[config.mk]
export PLATFORM = sky130hd
export DESIGN_NAME = fifo_wr_ctrl
export DESIGN_NICKNAME = d
export VERILOG_FILES = /design/src/rtl/fifo_pkg.sv /design/src/rtl/fifo_gray2bin.sv /design/src/rtl/fifo_wr_ctrl.sv
export SDC_FILE = /design/constraint.sdc
export NUM_CORES = 1
export LEC_CHECK = 0
export BUFFER_PORTS_ARGS = -buffer_cell sky130_fd_sc_hd__buf_2
export CAP_MARGIN = 20
export CORE_MARGIN = 5
export CORE_UTILIZATION = 49
export CTS_BUF_LIST = sky130_fd_sc_hd__clkbuf_8
export CTS_CLUSTER_SIZE = 25
export DETAILED_ROUTE_END_ITERATION = 8
export PLACE_DENSITY = 0.89
export SKIP_CTS_REPAIR_TIMING = 1
export SLEW_MARGIN = 20
export SYNTH_ARGS = -nofsm -noshare
export SYNTH_HDL_FRONTEND = slang
export SYNTH_SLANG_ARGS = --single-unit
[constraint.sdc]
create_clock -name wclk -period 3.5 [get_ports wclk]
set_input_delay 0.35 -clock wclk [delete_from_list [all_inputs] [get_ports wclk]]
set_output_delay 0.35 -clock wclk [all_outputs]
set_load 0.01 [all_outputs]
[src/rtl/fifo_pkg.sv]
// Shared FIFO definitions: default address width and Gray/binary helpers,
// used by both the write-side and read-side pointer logic.
package fifo_pkg;

    localparam int FIFO_ADDR_SIZE = 3;
    localparam int FIFO_PTR_MAX_W = 32;

    function automatic logic [FIFO_PTR_MAX_W-1:0] bin2gray(input logic [FIFO_PTR_MAX_W-1:0] b);
        return b ^ (b >> 1);
    endfunction

    // Zero-extended inputs are safe: leading zeros contribute nothing to the prefix XOR.
    function automatic logic [FIFO_PTR_MAX_W-1:0] gray2bin(input logic [FIFO_PTR_MAX_W-1:0] g);
        logic [FIFO_PTR_MAX_W-1:0] b;
        b[FIFO_PTR_MAX_W-1] = g[FIFO_PTR_MAX_W-1];
        for (int i = FIFO_PTR_MAX_W-2; i >= 0; i--) begin
            b[i] = b[i+1] ^ g[i];
        end
        return b;
    endfunction

endpackage

[src/rtl/fifo_gray2bin.sv]
// Combinational Gray-to-binary converter of configurable width.
module fifo_gray2bin
    import fifo_pkg::*;
#(
    parameter int W = 4
) (
    input  logic [W-1:0] gray_i,
    output logic [W-1:0] bin_o
);

    assign bin_o = W'(gray2bin(FIFO_PTR_MAX_W'(gray_i)));

endmodule

[src/rtl/fifo_wr_ctrl.sv]
// Async FIFO write-side controller: Gray write pointer, full/level/overflow flags.
// Optional almost-full flag is built only when FIFO_WR_AFULL_EN is defined.
module fifo_wr_ctrl
    import fifo_pkg::*;
#(
    parameter int ADDR_SIZE    = FIFO_ADDR_SIZE,
    parameter int AFULL_THRESH = 6
) (
    input  logic                 wclk,
    input  logic                 wrst,
    input  logic                 winc,
    input  logic [ADDR_SIZE:0]   wq2_rptr,
    input  logic                 wovf_clr,
    output logic [ADDR_SIZE:0]   wptr,
    output logic [ADDR_SIZE-1:0] waddr,
    output logic                 wen,
    output logic                 wfull,
    output logic                 wafull,
    output logic [ADDR_SIZE:0]   wlevel,
    output logic                 wovf
);

    localparam int P = ADDR_SIZE + 1;
    // Full when the write pointer matches the read pointer with its two MSBs inverted.
    localparam logic [ADDR_SIZE:0] FULL_MASK = P'(3) << (ADDR_SIZE - 1);

    if (ADDR_SIZE < 1 || ADDR_SIZE > FIFO_PTR_MAX_W - 1) begin : g_bad_addr
        $error("fifo_wr_ctrl: ADDR_SIZE out of range");
    end
    if (AFULL_THRESH < 1 || AFULL_THRESH > (1 << ADDR_SIZE)) begin : g_bad_thresh
        $error("fifo_wr_ctrl: AFULL_THRESH out of range");
    end

    logic [ADDR_SIZE:0] wbin_q, wbin_d;
    logic [ADDR_SIZE:0] wptr_q, wptr_d;
    logic [ADDR_SIZE:0] wlevel_q, wlevel_d;
    logic               wfull_q, wfull_d;
    logic               wovf_q, wovf_d;
    logic [ADDR_SIZE:0] rbin;
    logic               wen_c;

    fifo_gray2bin #(.W(P)) u_rptr_g2b (
        .gray_i (wq2_rptr),
        .bin_o  (rbin)
    );

    always_comb begin
        wen_c    = winc & ~wfull_q & ~wrst;
        wbin_d   = wbin_q + P'(wen_c);
        wptr_d   = P'(bin2gray(FIFO_PTR_MAX_W'(wbin_d)));
        wfull_d  = (wptr_d == (wq2_rptr ^ FULL_MASK));
        wlevel_d = wbin_d - rbin;
        wovf_d   = wovf_q;
        // A refused write sets the flag even when a clear arrives in the same cycle.
        if (winc && wfull_q) begin
            wovf_d = 1'b1;
        end else if (wovf_clr) begin
            wovf_d = 1'b0;
        end
    end

    always_ff @(posedge wclk) begin
        if (wrst) begin
            wbin_q   <= '0;
            wptr_q   <= '0;
            wlevel_q <= '0;
            wfull_q  <= 1'b0;
            wovf_q   <= 1'b0;
        end else begin
            wbin_q   <= wbin_d;
            wptr_q   <= wptr_d;
            wlevel_q <= wlevel_d;
            wfull_q  <= wfull_d;
            wovf_q   <= wovf_d;
        end
    end

`ifdef FIFO_WR_AFULL_EN
    logic wafull_q;

    always_ff @(posedge wclk) begin
        if (wrst) begin
            wafull_q <= 1'b0;
        end else begin
            wafull_q <= (wlevel_d >= P'(AFULL_THRESH));
        end
    end

    assign wafull = wafull_q;
`else
    assign wafull = 1'b0;
`endif

    assign wptr   = wptr_q;
    assign waddr  = wbin_q[ADDR_SIZE-1:0];
    assign wen    = wen_c;
    assign wfull  = wfull_q;
    assign wlevel = wlevel_q;
    assign wovf   = wovf_q;

endmodule

== Word level (Yosys, flattened, before mapping) ==
Index checks and enable logic that the tools add are counted.
Word-level totals
  flip-flop bits (word level): 14
  word-level logic and storage cells: 21
  input bits: 8
Cells by class
  multiplexer cells: 2
  bitwise logic cells: 9
  reduce and logical (&&, ||, !) cells: 2
  $add $sub $neg: 2
  equality and inequality tests: 1
Operators with widths (number)
  adder 4 x 1 -> 4 bit: 1
  == test 4 bit: 1
  subtractor 4 bit: 1
  bitwise XOR 4 x 3 -> 4 bit: 1
  bitwise XOR 1 bit: 3
  bitwise AND 1 bit: 2
  two-way mux 1 bit: 2
  inverter 1 bit: 2
  inverter 2 bit: 1
  nonzero test 2 bit: 1
  logical AND 1 bit: 1

== Longest topological paths before layout ==
Gate-level depths: netlist of the first run.
  depth in word-level cells: 6
  gate-level depth with buffers: 10
  gate-level depth less buffers: 9

== Hierarchy ==
Synthesis of the first run repeated with hierarchy kept, for this count alone.
Unflattened totals
  cells, all modules: 69
  area total of the unflattened synthesis: 675.6 µm²
Modules (own cells, without submodules)
  fifo_wr_ctrl: cells each 64, sequential area each 260.2 µm², times used 1, area an instance 625.6 µm²
  fifo_gray2bin: cells each 5, sequential area each 0.0 µm², times used 1, area an instance 50.0 µm²

== Worst setup path before layout of the first run ==
No wires, ideal clock.
  path type: input to register
  start: in wrst
  end: reg wlevel_q[3] (netlist: wlevel[3])
  path slack: 679 ps
  arrival: 2701 ps
  cell stages on the path: 9
  library setup time: 121 ps
  cells stage by stage: clkbuf_1 -> nor3b_1 -> ha_1 -> ha_1 -> ha_1 -> a21oi_1 -> maj3_1 -> a22oi_1 -> mux2_2
On the way
  word-level cells in the longest chain between the ends: 4
Ends and longest elaborated chain
  start: declaration: line fifo_wr_ctrl.sv:10  | input logic wrst,
  inverter 1 bit: line fifo_wr_ctrl.sv:48  | wen_c = winc & ~wfull_q & ~wrst;
  bitwise AND 1 bit: line fifo_wr_ctrl.sv:48
  via wen: line fifo_wr_ctrl.sv:16  | output logic wen,
  adder 4 x 1 -> 4 bit: line fifo_wr_ctrl.sv:49  | wbin_d = wbin_q + P'(wen_c);
  via wbin_d[1]: line fifo_wr_ctrl.sv:34  | logic [ADDR_SIZE:0] wbin_q, wbin_d;
  subtractor 4 bit: line fifo_wr_ctrl.sv:52  | wlevel_d = wbin_d - rbin;
  end signal: assignment: line fifo_wr_ctrl.sv:72  | wlevel_q <= wlevel_d;
  end: declaration: line fifo_wr_ctrl.sv:36  | logic [ADDR_SIZE:0] wlevel_q, wlevel_d;
The timed path passes the listed nets, and every way through them passes these cells.
A chain may end at the register's enable or synchronous reset.

== Final worst setup path of the first run ==
  start: in wrst
  end: reg wlevel_q[3] (netlist: wlevel[3])
On the way
  word-level cells in the longest chain between the ends: 4
Ends and longest elaborated chain (line)
  inverter 1 bit: fifo_wr_ctrl.sv:48
  bitwise AND 1 bit: fifo_wr_ctrl.sv:48
  adder 4 x 1 -> 4 bit: fifo_wr_ctrl.sv:49
  via wbin_d[1]: fifo_wr_ctrl.sv:34
  subtractor 4 bit: fifo_wr_ctrl.sv:52
The timed path passes the listed nets, and every way through them passes these cells.

==> parameters.txt, run 1 <==
Parameter                              Value

Status
  Outcome ... completed

GRT
  Number of global-route vias before repair ... slightly below 500
  Met3 demand-to-capacity share in global routing ... ~2.7%
  Grt ovf ... 0
  Met2 track demand over resource in global routing ... about a quarter
  Largest net degree at the start of global routing ... 15
  Busiest metal layer after global routing ... met2
  Grt met1 use ... a little over an eighth
  Initial antenna violation count ... 0
  All-layer global routing usage ... roughly 14%
  Global-route wire length before repair ... a little over 2 mm

Logic synthesis
  Netlist cell types ... 23
  Syn Nets ... 75
  Synthesis Warnings ... 0
  Post-synthesis share of cell area spent on xor and xnor gates ... slightly above 20%
  Syn Inst Count ... 62
  Post-synth ARST share ... 0%
  Average cell area after synthesis ... ~10 um^2
  Share of synthesized area occupied by flip-flops and latches ... about 41%
  Simple-gate share of the synthesized area ... between 10% and 20%
  Prevailing post-synth register cell ... sky130_fd_sc_hd__dfxtp_1
  Mapped cell area ... 638.1 um^2
  Number of enable-type register cells in the synthesized netlist ... 0
  Proportion of synthesized area in mux cells ... 1.765%
  Post-synthesis share of cell area spent on full adders, half adders and majority gates ... between 10% and 20%
  Combinational family with the most area after synthesis ... XOR/XNOR gates
  Compound-Gate Fraction of Synth Area ... under 10%
  Yosys reg bits ... 13

Timing
  Max-slew violation count ... 0
  Clock period minus final worst setup slack ... 2.598 ns
  Total of endpoints with negative setup slack in the final report ... 0
  Setup TNS ... 0 ns
  Unrepaired setup endpoints after global routing ... false
  Clock Skews ... 0.0009708 ns
  Final worst hold slack ... about 0.36 ns
  Final period util ... 74.24%
  Top achievable clock speed ... about 0.38 GHz
  Hold Fails Final Rpt ... 0

Critical path
  CP Class ... primary input to flip-flop
  Biggest fanout along the worst timing path ... 14
  Crit path cell chain ... buf_2 -> nor3b_1 -> ha_1 -> ha_1 -> ha_1 -> a21oi_1 -> maj3_1 -> a22oi_1 -> mux2_2
  Critical path startpoint category ... primary input
  Worst Path Required ... around 3.6 ns
  Endpoint class of the critical path ... flip-flop
  Crit path top cell by count ... sky130_fd_sc_hd__ha_1
  Highest cell delay on the worst timing path ... about 0.36 ns
  WP buf/inv ... 1
  Critical path arrival ... between 2 and 3 ns
  Cell class contributing the biggest share of worst-path delay ... adder cells
  Master of the slowest instance on the critical path ... sky130_fd_sc_hd__maj3_1

Power
  Sequential group share of total power ... 43.6%
  Switching power ... a little over 0.0001 W
  Power density normalized to cell area ... 476.0 nW/um^2
  Part of the total power dissipated in combinational logic ... between 20% and 30%
  Net switching fraction of the power ... roughly a quarter
  Leakage component of the power ... between 0.3 and 0.4 nW
  Internal power ... approximately 0.00028 W
  Share of power burned in the clock network ... 33.5%
  Overall Power ... 0.0003788 W
  IR drop worst, VDD ... approximately 260 uV

Routing
  DRT Wirelength ... approximately 1.2 mm
  Number of detailed-route iterations in the first pass ... 4
  Detailed-route vias per instance ... just under 5
  Via count ... ~490
  Number of remaining DRC errors ... 0
  Antenna Nets Post-Route ... 0
  DR iter-0 viols ... 4
  Detailed-route wire length per cell ... 12.25 um

Cells and area
  Post-layout nets ... 99
  Area used by multi-input combinational logic ... 355.3 um^2
  Antenna cells ... 0
  Synthesis-to-layout area growth ... 24.71%
  Area taken by flip-flops and latches ... approximately 260 um^2
  Number of fillers in the final layout ... around 110
  Share of final-layout standard cells stronger than drive strength 1 ... 31.76%

Clock tree
  CTS Root Cell ... sky130_fd_sc_hd__clkbuf_8
  Reg clk slew, reported paths ... approximately 0.050 ns
  TritonCTS clock tree ... done
  CTS H-Tree Depth ... 1
  Max clock buf depth ... 2
  Sink count of the clock tree ... 13
  Clock latency reported for the late side of the worst-skew pair ... 0.24 ns
  Clock buffers created by TritonCTS ... 3

Floorplanning
  Overall die area ... ~2100 um^2
  Vertical die dimension ... 46.09 um
  Initial Util ... about 50%
  Area of the placeable core ... around 1300 um^2
  Die width ... about 46 um
  Standard-cell rows ... 13
  I/O pin count ... 23

Job
  Number of max-cap violations ... 0

Min path
  Classification of the worst-slack hold path ... primary input to flip-flop

Placed design
  Final GP Congestion ... 0.7555
  Number of buffers inserted by port buffering ... 21
  DP HPWL ... 931.5 um
==> power groups by stage <==
stage | logic, W | registers, W | clock network (W)
3_3_place_gp | 0.0000836 | 0.000167 | 0
3_5_place_dp | 0.0000866 | 0.000168 | 0
2_1_floorplan | 0.0000521 | 0.000175 | 0
4_1_cts | 0.0000881 | 0.000165 | 0.000132
6_report | 0.0000868 | 0.000165 | 0.000127
5_1_grt | 0.0000971 | 0.000166 | 0.000137
==> synth_stat cells, drive strengths merged (2+ instances only) <==
master | n | area share, %
dfxtp | 13 | 41
xnor2 | 9 | 15
nor2 | 8 | 4.7
ha | 4 | 7.8
xor2 | 4 | 5.5
a21oi | 3 | 2.4
inv | 3 | 1.8
nor2b | 3 | 2.9
nand3 | 2 | 1.6
==> routing by layer <==
layer	part of all wire, %	up-vias
met5	0	-
met4	4.2	0
met3	7.6	5
met2	52	20
met1	36	217
li1	-	244
==> worst min-delay path: stages <==
cell and delay, ns:
sky130_fd_sc_hd__buf_2 0.10, sky130_fd_sc_hd__nand2_1 0.05, sky130_fd_sc_hd__a21oi_1 0.05
==> stage by stage <==
| stage | worst slack (ns) | util (%) | area (um^2) | instances |
|---|---|---|---|---|
| after floorplan | 0.6787 | - | 638.1 | 62 |
| after global placement | 0.8091 | 59.17 | 750.7 | 96 |
| after detailed placement | 0.7350 | 59.17 | 750.7 | 96 |
| after CTS | 0.9015 | 62.72 | 795.8 | 100 |
| after global routing | 0.7746 | 62.72 | 795.8 | 100 |
| final | 0.9018 | 62.72 | 795.8 | 100 |
==> logic make-up after synthesis <==
group / Yosys count
AOI/OAI and AO/OA: 6
xor gates and xnor gates: 13
adders and majority gates: 6
buffers and inverters: 5
DFF: 13
muxes: 1
other: 1
and+or+nand+nor: 17
==> layout make-up <==
class                   instances  share of cell area, %
clock inverters                 1                 0.4717
repair buffers                 21                  13.21
well taps                      15                  2.358
clock buffers                   3                  5.189
flip-flops and latches         13                  32.70
multi-input cells              44                  44.65
inverters                       3                  1.415
==> final timing paths <==
| kind | startpoint | end | slack (ns) | cells past startpoint |
|---|---|---|---|---|
| worst max register to register | wfull | wlevel[3] | 0.91 | 8 |
| worst min register to register | wovf | wovf | 0.47 | 2 |
| worst min-delay path | winc | wovf | 0.36 | 3 |
| worst max-delay path | wrst | wlevel[3] | 0.90 | 9 |
==> placed cells by master, fill, tap and decap left out <==
cell	Yosys	routed
sky130_fd_sc_hd__o21bai_1	1	1
sky130_fd_sc_hd__a2111oi_2	1	1
sky130_fd_sc_hd__conb_1	1	1
sky130_fd_sc_hd__maj3_1	1	1
sky130_fd_sc_hd__xor2_1	4	4
sky130_fd_sc_hd__mux2_2	1	1
sky130_fd_sc_hd__dfxtp_1	13	13
sky130_fd_sc_hd__a21oi_1	3	3
sky130_fd_sc_hd__ha_1	4	4
sky130_fd_sc_hd__a22oi_1	1	1
sky130_fd_sc_hd__nor2_1	8	8
sky130_fd_sc_hd__nor2b_1	3	3
sky130_fd_sc_hd__xnor2_4	1	1
sky130_fd_sc_hd__nand3_1	2	2
sky130_fd_sc_hd__or3_1	1	1
sky130_fd_sc_hd__nor3b_1	1	1
sky130_fd_sc_hd__clkbuf_8	0	3
sky130_fd_sc_hd__buf_2	0	21
sky130_fd_sc_hd__xnor2_1	8	8
sky130_fd_sc_hd__fa_1	1	1
sky130_fd_sc_hd__inv_1	3	4
sky130_fd_sc_hd__nand2b_1	1	1
sky130_fd_sc_hd__nand2_1	1	1
==> registers in the layout, summed over array words and instances (netlist names) <==
| register | count |
|---|---|
| wlevel | 4 |
| wptr | 3 |
| wovf | 1 |
| wfull | 1 |
| wbin_q | 4 |
No activity file was read; power rests on OpenSTA's default activity.
==> run 2: changes to the inputs <==
==> constraint.sdc (replaced) <==
create_clock -name wclk -period 2.4 [get_ports wclk]
set_input_delay 0.24 -clock wclk [delete_from_list [all_inputs] [get_ports wclk]]
set_output_delay 0.24 -clock wclk [all_outputs]
set_load 0.01 [all_outputs]
==> run 2 against run 1 <==
  * Die area unchanged
  * Sequential power up 46%
  * Global-route usage up 0.51 points
  * Final cell count up 2.0%
==> parameters.txt, run 2 (same netlist as run 1, synthesis figures left out) <==
Parameter                              Value

Critical path
  CP Class ... flip-flop to flip-flop
  Worst Path Required ... 2.53 ns
  Critical path startpoint category ... flip-flop
  Master of the slowest instance on the critical path ... sky130_fd_sc_hd__mux2_2
  Crit path cell chain ... nor3b_4 -> ha_2 -> ha_4 -> ha_4 -> a21oi_2 -> maj3_2 -> a22oi_2 -> mux2_2
  Biggest fanout along the worst timing path ... 5
  WP buf/inv ... 0
  Endpoint class of the critical path ... flip-flop
  Crit path top cell by count ... sky130_fd_sc_hd__ha_4
  Cell class contributing the biggest share of worst-path delay ... adder cells
  Critical path arrival ... around 2.4 ns
  Highest cell delay on the worst timing path ... 0.35 ns

Timing
  Hold Fails Final Rpt ... 0
  Clock period minus final worst setup slack ... ~2.3 ns
  Clock Skews ... 0.003030 ns
  Max-slew violation count ... 0
  Top achievable clock speed ... between 0.4 and 0.5 GHz
  Total of endpoints with negative setup slack in the final report ... 0
  Final period util ... between 90% and 100%
  Setup TNS ... 0 ns
  Final worst hold slack ... approximately 0.27 ns
  Unrepaired setup endpoints after global routing ... false

Placed design
  Number of buffers inserted by port buffering ... 21
  DP HPWL ... about 1.0 mm
  Final GP Congestion ... between 0.7 and 0.8
  # placed instances ... slightly below 100

Floorplanning
  I/O pin count ... 23
  Standard-cell rows ... 13
  Vertical die dimension ... roughly 46 um
  Initial Util ... slightly above 50%
  Area of the placeable core ... approximately 1300 um^2
  Overall die area ... 2124 um^2
  Die width ... around 46 um

Clock tree
  TritonCTS clock tree ... done
  CTS Root Cell ... sky130_fd_sc_hd__clkbuf_8
  Clock buffers created by TritonCTS ... 3
  Max clock buf depth ... 2
  Clock latency reported for the late side of the worst-skew pair ... roughly 0.24 ns
  Reg clk slew, reported paths ... roughly 0.05 ns
  CTS H-Tree Depth ... 1
  Sink count of the clock tree ... 13

Cells and area
  Area taken by flip-flops and latches ... 261.5 um^2
  Share of final-layout standard cells stronger than drive strength 1 ... about 43%
  Area used by multi-input combinational logic ... around 400 um^2
  Leading cell types in the layout, fill and taps excluded ... sky130_fd_sc_hd__buf_2, sky130_fd_sc_hd__dfxtp_1, sky130_fd_sc_hd__xnor2_1, sky130_fd_sc_hd__nor2_1
  Post-layout nets ... between 100 and 150
  Commonest non-fill, non-tap cell in the layout ... sky130_fd_sc_hd__buf_2
  Antenna cells ... 0
  Number of fillers in the final layout ... 108
  Synthesis-to-layout area growth ... 34.90%
  Fin cells ... 102

GRT
  All-layer global routing usage ... between 10 and 15%
  Global-route wire length before repair ... between 2 and 2.5 mm
  Initial antenna violation count ... 0
  Largest net degree at the start of global routing ... 14
  Number of global-route vias before repair ... around 530
  Grt ovf ... 0

Routing
  Detailed-route wire length per cell ... ~13 um
  Number of detailed-route iterations in the first pass ... 4
  Antenna Nets Post-Route ... 0
  DRT Wirelength ... around 1.4 mm
  DR iter-0 viols ... 5
  Detailed-route vias per instance ... ~5.0
  Number of remaining DRC errors ... 0
  Via count ... around 500

Status
  Outcome ... completed

Power
  IR drop worst, VDD ... about 400 uV
  Leakage component of the power ... about 0.39 nW
  Overall Power ... approximately 0.00058 W
  Power density normalized to cell area ... approximately 670 nW/um^2

Min path
  Classification of the worst-slack hold path ... primary input to flip-flop

Job
  Number of max-cap violations ... 0
==> run 2: area by class of cell <==
cell class | instances | share of cell area, %
clock buffers | 3 | 4.797
well taps | 15 | 2.180
repair buffers | 23 | 13.95
inverters | 3 | 1.308
multi-input cells | 44 | 46.95
flip-flops and latches | 13 | 30.38
clock inverters | 1 | 0.4360
==> run 2: metrics by stage <==
stage / worst slack, ns / utilization (%) / area, um^2
final: 0.1180 / 67.85 / 860.8
after CTS: -0.03026 / 65.98 / 837.1
after floorplan: 0.003444 / - / 668.1
after global placement: 0.04834 / 62.43 / 792.0
after detailed placement: -0.006490 / 62.43 / 792.0
after global routing: 0.02240 / 67.85 / 860.8
==> run 2: worst paths after layout <==
kind | from | endpoint | slack (ns) | depth (start not counted)
setup / recovery | wfull | wlevel[3] | 0.12 | 8
hold / removal | winc | wovf | 0.27 | 3
setup reg to reg | wfull | wlevel[3] | 0.12 | 8
hold reg to reg | wovf | wovf | 0.48 | 2
==> run 2: worst register-to-register path, delay by kind of cell, from the launching register on <==
kind            cells  cell delay (ns)
fa+ha+maj           4             1.04
mux                 1             0.35
flops               1             0.34
compound gates      2             0.24
simple gates        1             0.20
==> run 2: power by group <==
group | internal [W] | leakage (nW) | switching, W | total, W
registers | 0.000235 | 0.107 | 0.00000563 | 0.000241
logic | 0.0000728 | 0.253 | 0.0000782 | 0.000151
clock network | 0.000113 | 0.0269 | 0.0000732 | 0.000186
total | 0.000420 | 0.386 | 0.000157 | 0.000577
==> run 2: metal layers <==
metal	up-vias	wire [um]	GRT usage, %	part of all wire (%)
met1	237	523	15.75	39
met4	0	47	11.93	3.5
met5	-	0	0	0
li1	247	-	-	-
met2	21	717	26.92	53
met3	4	66	0	4.9
==> run 3: changes to the inputs <==
--- a/config.mk
+++ b/config.mk
@@ -6,13 +6,13 @@
 export NUM_CORES = 1
 export LEC_CHECK = 0
 export BUFFER_PORTS_ARGS = -buffer_cell sky130_fd_sc_hd__buf_2
-export CAP_MARGIN = 20
+export CAP_MARGIN = 40
 export CORE_MARGIN = 5
 export CORE_UTILIZATION = 49
 export CTS_BUF_LIST = sky130_fd_sc_hd__clkbuf_8
 export CTS_CLUSTER_SIZE = 25
 export DETAILED_ROUTE_END_ITERATION = 8
-export PLACE_DENSITY = 0.89
+export PLACE_DENSITY = 0.9
 export SKIP_CTS_REPAIR_TIMING = 1
 export SLEW_MARGIN = 20
 export SYNTH_ARGS = -nofsm -noshare
==> run 3 against run 2 <==
  * Clock-buffer cell count stayed put
  * Critical path depth stayed put
  * Maximum frequency is 1.8% lower
  * Combinational power is 6% lower
  * Highest routed layer unchanged
  * Global-route usage is 0.41 points lower
  * First-iteration DRC count is 40% lower
  * Largest cell class unchanged
  * Clock skew is 0.0020 ns lower
  * Hold slack worse by 0.012 ns
  * Via count is 0.59% higher
  * Sequential share of layout area is 0.36 points higher
  * Worst setup slack worse by 0.041 ns
==> parameters.txt, run 3 (same netlist as run 1, synthesis figures left out) <==
Parameter                              Value

Floorplanning
  Initial Util ... 50.30%
  I/O pin count ... 23
  Vertical die dimension ... between 40 and 50 um
  Area of the placeable core ... roughly 1300 um^2
  Standard-cell rows ... 13
  Die width ... approximately 46 um
  Overall die area ... about 2100 um^2

Clock tree
  CTS H-Tree Depth ... 1
  Reg clk slew, reported paths ... roughly 0.050 ns
  Sink count of the clock tree ... 13
  CTS Root Cell ... sky130_fd_sc_hd__clkbuf_8
  Max clock buf depth ... 2
  Clock latency reported for the late side of the worst-skew pair ... about 0.24 ns
  Clock buffers created by TritonCTS ... 3
  TritonCTS clock tree ... done

Routing
  Detailed-route wire length per cell ... approximately 12 um
  Via count ... 512
  Number of remaining DRC errors ... 0
  DRT Wirelength ... between 1 and 1.5 mm
  Wire length on met2 ... around 630 um
  Wire length on met1 ... between 500 and 600 um
  Detail Route met3 WL ... between 80 and 90 um
  Uppermost signal routing layer after detailed routing ... met4
  Antenna Nets Post-Route ... 0
  Detailed-route vias per instance ... between 4 and 5
  Number of detailed-route iterations in the first pass ... 2
  DR iter-0 viols ... 3

Critical path
  Master of the slowest instance on the critical path ... sky130_fd_sc_hd__mux2_2
  Highest cell delay on the worst timing path ... roughly 0.35 ns
  Critical path startpoint category ... flip-flop
  Critical path arrival ... about 2.5 ns
  Endpoint class of the critical path ... flip-flop
  Endpoint of the most critical register-to-register path ... wlevel[3]
  CP Class ... flip-flop to flip-flop
  Crit path top cell by count ... sky130_fd_sc_hd__a21oi_1
  Biggest fanout along the worst timing path ... 5
  Startpoint of the lowest-slack register-to-register path ... wfull
  Crit path cell chain ... nor3b_4 -> ha_2 -> ha_4 -> ha_1 -> a21oi_1 -> a21oi_1 -> a22oi_2 -> mux2_2
  Number of cells traversed by the worst register-to-register path ... 8
  Worst Path Required ... around 2.5 ns
  Reg2Reg Setup Slack ... roughly 0.077 ns

GRT
  Grt ovf ... 0
  Initial antenna violation count ... 0
  Largest net degree at the start of global routing ... 14
  Global-route wire length before repair ... 2.125 mm
  All-layer global routing usage ... between 10% and 20%
  Number of global-route vias before repair ... roughly 530

Power
  Overall Power ... about 0.00057 W
  IR drop worst, VDD ... between 300 and 400 uV
  Leakage component of the power ... 0.3912 nW
  Power density normalized to cell area ... between 600 and 700 nW/um^2

Cells and area
  Fin cells ... a little over 100
  Antenna cells ... 0
  Synthesis-to-layout area growth ... 33.33%
  Leading cell types in the layout, fill and taps excluded ... sky130_fd_sc_hd__buf_2, sky130_fd_sc_hd__dfxtp_1, sky130_fd_sc_hd__xnor2_1, sky130_fd_sc_hd__nor2_1
  Share of final-layout standard cells stronger than drive strength 1 ... 39.77%
  Commonest non-fill, non-tap cell in the layout ... sky130_fd_sc_hd__buf_2
  Post-layout nets ... 102
  Final core utilization ... 67.06%

Placed design
  DP HPWL ... about 1.1 mm
  Final GP Congestion ... around 0.77
  Number of buffers inserted by port buffering ... 21
  # placed instances ... between 90 and 100

Min path
  Worst hold path stage count ... 3
  Classification of the worst-slack hold path ... primary input to flip-flop
  Beginning of the worst hold path ... winc
  Worst min-delay path endpoint ... wovf

Timing
  Top achievable clock speed ... around 0.43 GHz
  Clock Skews ... 0.001038 ns
  Total of endpoints with negative setup slack in the final report ... 0
  Hold Fails Final Rpt ... 0
  Setup TNS ... 0 ns
  Final period util ... 96.78%
  Max-slew violation count ... 0
  Clock period minus final worst setup slack ... 2.323 ns

Job
  Number of max-cap violations ... 0

Status
  Outcome ... completed
[run 3: cell types whose count changed in the layout (fill, tap and decap cells not counted), sizes merged]
cell  delta
buf      +1
[run 3: worst max-delay path by stage]
stage / startpoint / to / cells after the start / slack (ns)
2_1_floorplan: wrst / wlevel[3] / 9 / 0.003
3_3_place_gp: wrst / wlevel[3] / 9 / 0.08
3_5_place_dp: wrst / wlevel[3] / 9 / 0.02
4_1_cts: wfull / wlevel[3] / 8 / 0.02
5_1_grt: wfull / wlevel[3] / 8 / -0.03
6_report: wfull / wlevel[3] / 8 / 0.08
[run 3: cell type report]
class	instances	area [um^2]
Clock buffer	3	41.29
Tap cell	15	18.77
Sequential cell	13	261.5
Fill cell	91	417.9
Inverter	3	11.26
Timing Repair Buffer	24	127.6
Multi-Input combinational cell	44	386.6
Clock inverter	1	3.754
[run 3: per-stage QoR]
step	instance area, um^2	hold WS (ns)	setup slack [ns]
after CTS	837.1	0.2531	0.02222
final	850.8	0.2533	0.07733
after global routing	850.8	0.2854	-0.03175
after global placement	792.0	0.4588	0.07742
after detailed placement	792.0	0.4631	0.02060
after floorplan	668.1	0.3116	0.003444
[run 3: critical path, delay by kind of cell, from the launching register on]
| family | cells | cell delay [ns] |
|---|---|---|
| mux | 1 | 0.35 |
| simple gates | 1 | 0.18 |
| fa+ha+maj | 3 | 0.76 |
| flops | 1 | 0.33 |
| compound gates | 3 | 0.59 |
[run 3: metal layers]
layer	vias to the layer above	track usage, %
li1	251	-
met1	235	15.95
met2	19	23.35
met3	7	1.172
met4	0	14.20
met5	-	0
[run 3: where the power goes]
part	internal, W	switching (W)
Sequential	0.000235	0.00000520
Combinational	0.0000682	0.0000741
Clock	0.000112	0.0000711
